===== config.mk =====
export PLATFORM = sky130hd
export DESIGN_NAME = fifo_wide2narrow_flush
export DESIGN_NICKNAME = d
export VERILOG_FILES = /design/src/rtl/fifo_wide2narrow_flush.sv
export SDC_FILE = /design/constraint.sdc
export NUM_CORES = 1
export LEC_CHECK = 0
export ABC_AREA = 0
export CAP_MARGIN = 10
export CORE_MARGIN = 1
export CORE_UTILIZATION = 55
export DETAILED_ROUTE_END_ITERATION = 8
export PLACE_DENSITY_LB_ADDON = 0.1
export SLEW_MARGIN = 20
export SYNTH_ARGS = -nofsm -noshare
export SYNTH_HDL_FRONTEND = slang
export SYNTH_SLANG_ARGS = --single-unit

===== constraint.sdc =====
create_clock -name clk -period 3.6 [get_ports clk]
set_clock_uncertainty 0.15 [all_clocks]
set_input_delay 0.72 -clock clk [delete_from_list [all_inputs] [get_ports clk]]
set_output_delay 0.72 -clock clk [all_outputs]
set_load 0.05 [all_outputs]

===== src/rtl/fifo_wide2narrow_flush.sv =====
// Width-down-converting FIFO with flush.
// WR_WIDTH-bit words go in; RD_WIDTH-bit slices come out, least-significant slice first.
// A flush request discards all contents: one FLUSH cycle clears the pointers while
// holding off the producer, then one DONE cycle pulses flush_done.
module fifo_wide2narrow_flush #(
  parameter  int DEPTH    = 4,
  parameter  int WR_WIDTH = 32,
  parameter  int RD_WIDTH = 4,
  localparam int RATIO    = WR_WIDTH / RD_WIDTH,
  localparam int ADDR     = $clog2(DEPTH),
  localparam int LVL_W    = $clog2(DEPTH * RATIO + 1)
) (
  input  logic                clk,
  input  logic                rst,
  input  logic                wr,
  input  logic [WR_WIDTH-1:0] wr_data,
  input  logic                rd,
  output logic [RD_WIDTH-1:0] rd_data,
  output logic                vld_rd_data,
  output logic                full,
  output logic                empty,
  output logic [LVL_W-1:0]    level,
  input  logic                flush_req,
  output logic                flush_done
);

  localparam int SEL_W = (RATIO > 1) ? $clog2(RATIO) : 1;
  localparam logic [ADDR:0]    PTR_ONE  = (ADDR + 1)'(1);
  localparam logic [SEL_W-1:0] SEL_ONE  = SEL_W'(1);
  localparam logic [SEL_W-1:0] SEL_LAST = SEL_W'(RATIO - 1);

  typedef enum logic [1:0] {
    ST_IDLE  = 2'd0,
    ST_FLUSH = 2'd1,
    ST_DONE  = 2'd2
  } state_t;

  state_t r_state;
  state_t w_state_nxt;

  logic [ADDR:0]         r_wr_ptr;
  logic [ADDR:0]         r_rd_ptr;
  logic [SEL_W-1:0]      r_sel;
  logic [WR_WIDTH-1:0]   r_mem [DEPTH];
  logic [RD_WIDTH-1:0]   r_rd_data;
  logic                  r_vld_rd_data;
  logic                  r_flush_done;

  logic                  w_idle;
  logic                  w_flush_start;
  logic                  w_ptr_full;
  logic                  w_ptr_empty;
  logic                  w_wr_acc;
  logic                  w_rd_acc;
  logic                  w_sel_last;
  logic [ADDR:0]         w_used;
  logic [LVL_W-1:0]      w_level_ptr;
  logic [WR_WIDTH-1:0]   w_rd_word;

  // Occupancy is judged on the registered pointers only, so a same-cycle
  // read never opens room for a write and a same-cycle write never feeds a read.
  assign w_idle        = (r_state == ST_IDLE);
  assign w_flush_start = w_idle && flush_req;
  assign w_ptr_empty   = (r_wr_ptr == r_rd_ptr);
  assign w_ptr_full    = (r_wr_ptr[ADDR] != r_rd_ptr[ADDR]) &&
                         (r_wr_ptr[ADDR-1:0] == r_rd_ptr[ADDR-1:0]);
  assign w_wr_acc      = w_idle && !flush_req && wr && !w_ptr_full;
  assign w_rd_acc      = w_idle && !flush_req && rd && !w_ptr_empty;
  assign w_sel_last    = (r_sel == SEL_LAST);
  assign w_used        = r_wr_ptr - r_rd_ptr;
  assign w_level_ptr   = (LVL_W'(w_used) * LVL_W'(RATIO)) - LVL_W'(r_sel);
  assign w_rd_word     = r_mem[r_rd_ptr[ADDR-1:0]];

  // Flush state register.
  always_ff @(posedge clk or negedge rst) begin
    if (!rst) begin
      r_state <= ST_IDLE;
    end else begin
      r_state <= w_state_nxt;
    end
  end

  // Flush sequencing: IDLE -> FLUSH -> DONE -> IDLE; request sampled only in IDLE.
  always_comb begin
    w_state_nxt = r_state;
    case (r_state)
      ST_IDLE: begin
        if (flush_req) begin
          w_state_nxt = ST_FLUSH;
        end else begin
          w_state_nxt = ST_IDLE;
        end
      end
      ST_FLUSH: w_state_nxt = ST_DONE;
      ST_DONE:  w_state_nxt = ST_IDLE;
      default:  w_state_nxt = ST_IDLE;
    endcase
  end

  // Status flags: pointer-derived in IDLE, forced during the flush handshake.
  always_comb begin
    full  = w_ptr_full;
    empty = w_ptr_empty;
    level = w_level_ptr;
    case (r_state)
      ST_IDLE: begin
        full  = w_ptr_full;
        empty = w_ptr_empty;
        level = w_level_ptr;
      end
      ST_FLUSH: begin
        full  = 1'b1;
        empty = 1'b1;
        level = '0;
      end
      ST_DONE: begin
        full  = 1'b0;
        empty = 1'b1;
        level = '0;
      end
      default: begin
        full  = 1'b1;
        empty = 1'b1;
        level = '0;
      end
    endcase
  end

  // Pointer and slice-select update; a flush clears them on entry to FLUSH.
  always_ff @(posedge clk or negedge rst) begin
    if (!rst) begin
      r_wr_ptr <= '0;
      r_rd_ptr <= '0;
      r_sel    <= '0;
    end else if (w_flush_start || (r_state == ST_FLUSH)) begin
      r_wr_ptr <= '0;
      r_rd_ptr <= '0;
      r_sel    <= '0;
    end else begin
      if (w_wr_acc) begin
        r_wr_ptr <= r_wr_ptr + PTR_ONE;
      end
      if (w_rd_acc) begin
        if (w_sel_last) begin
          r_sel    <= '0;
          r_rd_ptr <= r_rd_ptr + PTR_ONE;
        end else begin
          r_sel    <= r_sel + SEL_ONE;
        end
      end
    end
  end

  // Storage array; intentionally not reset.
  always_ff @(posedge clk) begin
    if (w_wr_acc) begin
      r_mem[r_wr_ptr[ADDR-1:0]] <= wr_data;
    end
  end

  // Registered read slice and valid strobe; data holds when no read is accepted.
  always_ff @(posedge clk or negedge rst) begin
    if (!rst) begin
      r_rd_data     <= '0;
      r_vld_rd_data <= 1'b0;
    end else begin
      r_vld_rd_data <= w_rd_acc;
      if (w_rd_acc) begin
        r_rd_data <= w_rd_word[r_sel*RD_WIDTH +: RD_WIDTH];
      end
    end
  end

  // flush_done is high exactly while in DONE, i.e. the cycle after FLUSH.
  always_ff @(posedge clk or negedge rst) begin
    if (!rst) begin
      r_flush_done <= 1'b0;
    end else begin
      r_flush_done <= (r_state == ST_FLUSH);
    end
  end

  assign rd_data     = r_rd_data;
  assign vld_rd_data = r_vld_rd_data;
  assign flush_done  = r_flush_done;

endmodule


==> results by group, run 1 <==
Clock network
  – Num CTS Buffers: 17
  – Clock sink total: 144
  – Clock latency on the worst-skew pair: 520 ps
  – Clock-pin slew of the registers on the worst-case setup and hold paths: 60 ps
  – H-tree levels: 4
  – Clock Tree Root: clkbuf_8
  – TritonCTS clock tree: built
  – CTS Hold Bufs: 0
  – Clock Path Buffers: 2

Logic synthesis
  – Primary FF master, synth: edfxtp_1
  – Async set-or-reset flop fraction in the synthesized netlist: 11.1%
  – Synth cell count leaders: edfxtp_1, mux2i_1, dfrtp_1
  – Top cell type's share of synthesized area: 64.6%
  – Syn. warnings: 0
  – Syn_area_per_cell: 17.6 µm²
  – Count leader, synth: edfxtp_1
  – Cell variety after synth: 39
  – Synth area leaders: edfxtp_1, mux2i_1, dfrtp_1
  – Cell Area, Synth: 5950 µm²
  – Synth area leader: edfxtp_1
  – Seq/Total Area, Yosys: 71.3%
  – Net Count, Synth: 386
  – Number of synthesized flops with an enable pin: 128
  – Yosys reg bits: 144
  – Post-synthesis cell count: 338

Drt
  – Final ANT Viol Nets: 0
  – Iteration-0 DRC Markers: 250
  – Routed Wire Length: 10.7 mm
  – Drt wl/cell: 19.6 µm
  – DRT Pass-1 Iters: 4
  – Drt drc: 0
  – Vias: 3,125
  – Vias per cell: 5.70

Worst setup path
  – Crit path largest cell delay: 830 ps
  – Reg-to-Reg Start: r_rd_ptr[0]
  – FF-to-FF path depth: 6
  – CP max FO: 5
  – CP arrival: 2500 ps
  – FF-to-FF End: rd_data[2]
  – Critical Path Stages: 5
  – CP endpoint: full
  – Worst-path cell chain: inv_1 -> ha_1 -> nand2_1 -> o31ai_1 -> clkdlybuf4s50_1
  – Worst Setup End Kind: primary output
  – FF-to-FF setup slack: 840 ps
  – Critical Path RT: 2730 ps
  – WS Path Type: flop to primary output
  – Crit path from: r_wr_ptr[0]
  – Slowest cell on crit path: clkdlybuf4s50_1
  – Worst Setup Start Kind: flop
  – Buffers and inverters on the worst path: 2
  – Cell family with most CP delay: buffers and inverters

Global route
  – Gr usage total: 21.1%
  – First-pass GRT wire length: 16.9 mm
  – Gr ovfl total: 0
  – Largest net degree at the start of global routing: 55
  – Initial antenna violation count: 0
  – Vias in the first global route: 3,174

Timing
  – Final worst-path setup slack: 229 ps
  – Hold Fails Final Rpt: 0
  – Unrepaired setup endpoints after global routing: false
  – Relative slew slack: 37.8%
  – Measured slew at the worst slew-check pin: 933 ps
  – Peak Freq: 297 MHz
  – Setup TNS: 0 ps
  – Tcrit/Tclk final: 93.6%
  – Final setup violation count: 0
  – Min cycle time layout: 3370 ps
  – Max-slew violation count: 0

Cells and area
  – Final core area utilization: 68.8%
  – Layout Area Growth over Synthesis: 20.3%
  – Number of fill cells: 694
  – Share of cells above drive strength 1: 9.71%
  – Antenna Cells: 0
  – Nets: 447

Power and ir drop
  – Tot Pwr: 0.00405 W
  – PD cells: 566 nW/µm²
  – Worst IR Drop VDD: 0.000312 V
  – Leakage: 2.46 nW

Floorplan
  – Top-Level Pins: 51
  – Row cnt: 37
  – Die width: 106 µm
  – Die height: 106 µm
  – Initial Utilization: 57.2%
  – Die ar.: 11,200 µm²
  – Core Area: 10,400 µm²

Placed design
  – HPWL Detailed: 6.54 mm
  – Pre-CTS setup slack: 639 ps
  – Port Buffers: 50
  – GPL Wtd Cong: 0.784

Run
  – Max-cap viol count: 0

Worst hold path
  – Worst min path class: flop to flop

Status
  – Run status: finished clean
==> power by group <==
group | switching (W) | internal, W | leakage, nW | total [W]
Clock | 0.000621 | 0.00112 | 0.282 | 0.00174
Sequential | 0.0000291 | 0.00189 | 1.37 | 0.00192
Combinational | 0.000250 | 0.000144 | 0.809 | 0.000394
==> logic make-up (layout without fill, tap and decap cells) <==
kind of cell    Yosys count  after routing  share of synthesized area [%]
buf+inv                  25             99                           2.67
xor+xnor                  9              9                           1.32
mux                      56             56                           12.6
fa+ha+maj                11             11                           2.44
compound gates           44             44                           5.80
flops                   144            144                           71.3
simple gates             49             49                           3.87
==> worst register-to-register path: cells and delay by family (launching register included) <==
family | cells | cell delay [ps]
AOI/OAI and AO/OA | 3 | 380
buffers and inverters | 1 | 700
DFF | 1 | 360
muxes | 2 | 1040
==> state kept, by name, summed over array words and instances (netlist names) <==
signal	count
r_mem	128
rd_data	4
r_rd_ptr	3
r_sel	3
r_wr_ptr	3
flush_done	1
r_state	1
vld_rd_data	1
==> through the flow <==
step                      hold slack [ps]  std cells  area, µm²
after floorplan                       274        338       5950
after global placement                320        516       6570
after detailed placement              329        516       6570
after CTS                             342        548       7160
after global routing                  379        548       7170
final                                 338        548       7170
==> final cells by class <==
cell class                      instances  area, µm²  share of cell area (%)
Multi-Input combinational cell        169       1550                    21.7
Sequential cell                       144       4250                    59.2
Clock inverter                         12        165                    2.30
Timing Repair Buffer                   59        578                    8.07
Tap cell                              136        170                    2.37
Clock buffer                           20        425                    5.94
Inverter                                8       30.0                   0.419
==> repair_timing <==
| item | CTS | global route |
|---|---|---|
| setup endpoints to repair | 0 | 1 |
| resized for setup | 0 | 1 |
| buffers inserted | 0 | 0 |
==> placed cells by master, fill, tap and decap left out, drive strengths merged <==
cell	count
a21o	1
a21oi	5
a221o	4
a221oi	8
a22o	8
and2	7
buf	11
bufinv	4
clkbuf	20
clkdlybuf4s50	47
clkinv	6
clkinvlp	2
dfrtp	16
dlymetal6s2s	1
edfxtp	128
fa	1
ha	10
inv	8
mux2i	44
mux4	12
nand2	13
nand2b	1
nand3	4
nand3b	1
nor2	13
nor2b	2
nor3	6
o211a	1
o211ai	1
o21ai	6
o221ai	8
o31ai	2
or2	1
or3	1
xnor2	6
xor2	3
==> layer usage <==
layer  wire (µm)  vias to the layer above  global-route usage [%]
li1            -                     1468                       -
met1        4660                     1547                    27.9
met2        5310                       96                    33.4
met3         622                       14                    6.25
met4         157                        0                    7.54
met5           0                        -                       0
==> worst min path at each step <==
| stage | start | end | slack, ps | cells after the start |
|---|---|---|---|---|
| 2_1_floorplan | rst | flush_done | 270 | 0 |
| 3_3_place_gp | rd_data[0] | rd_data[0] | 320 | 2 |
| 3_5_place_dp | rd_data[0] | rd_data[0] | 330 | 2 |
| 4_1_cts | rd_data[0] | rd_data[0] | 340 | 2 |
| 5_1_grt | rd_data[3] | rd_data[3] | 380 | 2 |
| 6_report | rd_data[0] | rd_data[0] | 340 | 2 |
Power figures use the tool's default switching activity.
==> inputs of run 2 (changes only) <==
ABC_AREA = not set   (was 0)
SETUP_SLACK_MARGIN = 0.05   (was not set)
clock period = 3.4 ns   (was 3.6 ns; I/O delays follow)
==> run 2 against run 1 <==
  * Flip-flop and latch count unchanged
  * Via count grew 0.64%
  * Hold slack improved by 7.7 ps
  * Non-clock buffer count is 2 higher
  * Cell area rose by 0.77%
  * Worst setup slack worse by 110 ps
  * First-iteration DRC count is 42% lower
  * Wire length up 2.1%
  * Clock power hardly changed
  * Critical path depth rose by 2
  * Sequential share of layout area shrank 0.45 points
  * Largest cell class unchanged
==> results by group, run 2 (synthesized netlist as in run 1, its figures left out) <==
Drt
  – Vias per cell: 5.72 (+0.27%)
  – Drt wl/cell: 19.9 µm (+1.7%)
  – DRT Pass-1 Iters: 4 (unchanged)
  – Drt drc: 0 (unchanged)
  – Iteration-0 DRC Markers: 144 (-42%)
  – Vias: 3,145 (+0.64%)
  – Final ANT Viol Nets: 0 (unchanged)
  – Routed Wire Length: 11.0 mm (+2.1%)

Worst setup path
  – Reg-to-Reg Start: r_rd_ptr[0]
  – Worst Setup Start Kind: flop
  – Worst-path cell chain: inv_2 -> ha_1 -> fa_1 -> o211ai_1 -> xnor2_1 -> nor3_2 -> clkbuf_16
  – Crit path from: r_wr_ptr[0]
  – Slowest cell on crit path: fa_1
  – WS Path Type: flop to primary output
  – Critical Path RT: 2570 ps (-160 ps)
  – CP max FO: 5 (unchanged)
  – Cell family with most CP delay: adder cells
  – Crit path largest cell delay: 530 ps (-300 ps)
  – CP arrival: 2450 ps (-50 ps)
  – Buffers and inverters on the worst path: 2 (unchanged)
  – Worst Setup End Kind: primary output

Power and ir drop
  – Sequential group share of total power: 48.3% (+0.9 points)
  – Comb pwr share: 10.2% (+0.5 points)
  – Leakage: 2.48 nW (+0.64%)
  – P_int: 0.00316 W (+0.17%)
  – Worst IR Drop VDD: 0.000616 V (+98%)
  – Clock share of power: 41.4% (-1.5 points)
  – NetSw: 0.00105 W (+17%)
  – Switching share of power: 25.0% (+2.8 points)
  – PD cells: 583 nW/µm² (+3.1%)

Timing
  – Relative slew slack: 39.9% (+2.1 points)
  – Hold Slack: 346 ps (+7.68 ps)
  – Min cycle time layout: 3280 ps
  – Final worst-path setup slack: 119 ps (-110 ps)
  – Peak Freq: 305 MHz
  – Hold Fails Final Rpt: 0 (unchanged)
  – Final setup violation count: 0 (unchanged)
  – Tcrit/Tclk final: 96.5%
  – Measured slew at the worst slew-check pin: 902 ps (-31.4 ps)
  – Unrepaired setup endpoints after global routing: true
  – Max-slew violation count: 0 (unchanged)

Cells and area
  – Final core area utilization: 69.3% (+0.53 points)
  – Layout Area Growth over Synthesis: 21.3%
  – Number of fill cells: 691 (-0.43%)
  – Share of cells above drive strength 1: 13.3% (+3.6 points)
  – Finished Cell Area: 7220 µm² (+0.77%)
  – Antenna Cells: 0 (unchanged)
  – Commonest cells after routing, fill and taps aside: edfxtp_1, mux2i_1, clkdlybuf4s50_1, clkbuf_16, dfrtp_1
  – Commonest non-fill, non-tap cell in the layout: edfxtp_1
  – Nets: 449 (+0.45%)
  – Max FFs per register: 128 (unchanged)

Floorplan
  – Top-Level Pins: 51 (unchanged)
  – Die width: 106 µm (unchanged)
  – Die height: 106 µm (unchanged)
  – Initial Utilization: 57.2% (unchanged)
  – Core Area: 10,400 µm² (unchanged)
  – Row cnt: 37 (unchanged)
  – Die ar.: 11,200 µm² (unchanged)

Global route
  – Vias in the first global route: 3,178 (+0.13%)
  – Initial antenna violation count: 0 (unchanged)
  – Largest net degree at the start of global routing: 55 (unchanged)
  – First-pass GRT wire length: 17.4 mm (+3.1%)
  – Gr usage total: 21.5% (+0.40 points)
  – Gr ovfl total: 0 (unchanged)

Clock network
  – Clock sink total: 144 (unchanged)
  – Clock Tree Root: clkbuf_8
  – H-tree levels: 4 (unchanged)
  – TritonCTS clock tree: built
  – CTS Hold Bufs: 0 (unchanged)
  – Clock Path Buffers: 2 (unchanged)
  – Num CTS Buffers: 17 (unchanged)
  – Clock latency on the worst-skew pair: 530 ps (about the same)
  – Clock-pin slew of the registers on the worst-case setup and hold paths: 60 ps (about the same)

Status
  – Run status: finished clean

Placed design
  – Pre-CTS setup slack: 617 ps (-21.5 ps)
  – HPWL Detailed: 6.61 mm (+1.1%)
  – Port Buffers: 50 (unchanged)
  – Post-DP Area: 6630 µm² (+0.80%)
  – GPL Wtd Cong: 0.754 (-3.8%)

Worst hold path
  – Hold_sp: rd_data[3]
  – Worst min path class: flop to flop

Run
  – Max-cap viol count: 0 (unchanged)
-- run 2: cell count changes in the layout (fill, tap and decap cells not counted), sizes merged, moves of 2 or more --
| cell | before | now |
|---|---|---|
| clkbuf | 20 | 18 |
| clkinv | 6 | 8 |
| bufinv | 4 | 1 |
| buf | 11 | 16 |
| inv | 8 | 13 |
| clkdlybuf4s50 | 47 | 44 |
-- run 2: worst paths after layout --
check                              end  slack [ps]  depth (start not counted)
max                           level[5]         120                          7
min                         rd_data[3]         350                          2
max reg2reg                 rd_data[0]         820                          6
min reg2reg                 rd_data[3]         350                          2
max in group asynchronous  r_rd_ptr[0]        2130                          1
min in group asynchronous   flush_done         450                          1
-- run 2: stage by stage --
stage	total power (W)	std cells	setup TNS [ps]
detailed placement	0.00250	516	0
global route	0.00436	550	-4.98
floorplan	0.00231	338	0
CTS	0.00424	548	0
global placement	0.00249	516	0
finish	0.00421	550	0
-- run 2: area by class of cell --
class / instances / area [µm²] / share of cell area (%)
clock inverters: 15 / 151 / 2.10
well taps: 136 / 170 / 2.36
clock buffers: 17 / 414 / 5.74
multi-input cells: 169 / 1560 / 21.6
repair buffers: 61 / 648 / 8.98
flip-flops and latches: 144 / 4250 / 58.8
inverters: 8 / 30.0 / 0.416
-- run 2: repair_timing --
item	CTS	global route
buffers inserted	0	2
setup endpoints to repair	0	2
resized for setup	0	4
-- run 2: worst reg2reg max path, stage by stage (launching register included) --
cell and delay, ps:
dfrtp_2 350, buf_4 690, mux4_1 710, mux2i_1 220, o221ai_1 140, o221ai_1 110, o21ai_1 90
-- run 2: power groups by stage --
stage | Clock [W] | Sequential, W | Combinational [W]
floorplan | 0 | 0.00215 | 0.000161
global placement | 0 | 0.00207 | 0.000423
detailed placement | 0 | 0.00207 | 0.000429
CTS | 0.00178 | 0.00203 | 0.000431
global route | 0.00185 | 0.00204 | 0.000463
finish | 0.00175 | 0.00203 | 0.000432
-- run 2: layer usage --
layer  GRT usage, %  up-vias  part of all wire, %
li1               -     1476                    -
met1           28.5     1575                   45
met2           33.6       80                   48
met3           6.62       14                  5.3
met4           8.04        0                  1.6
met5              0        -                    0
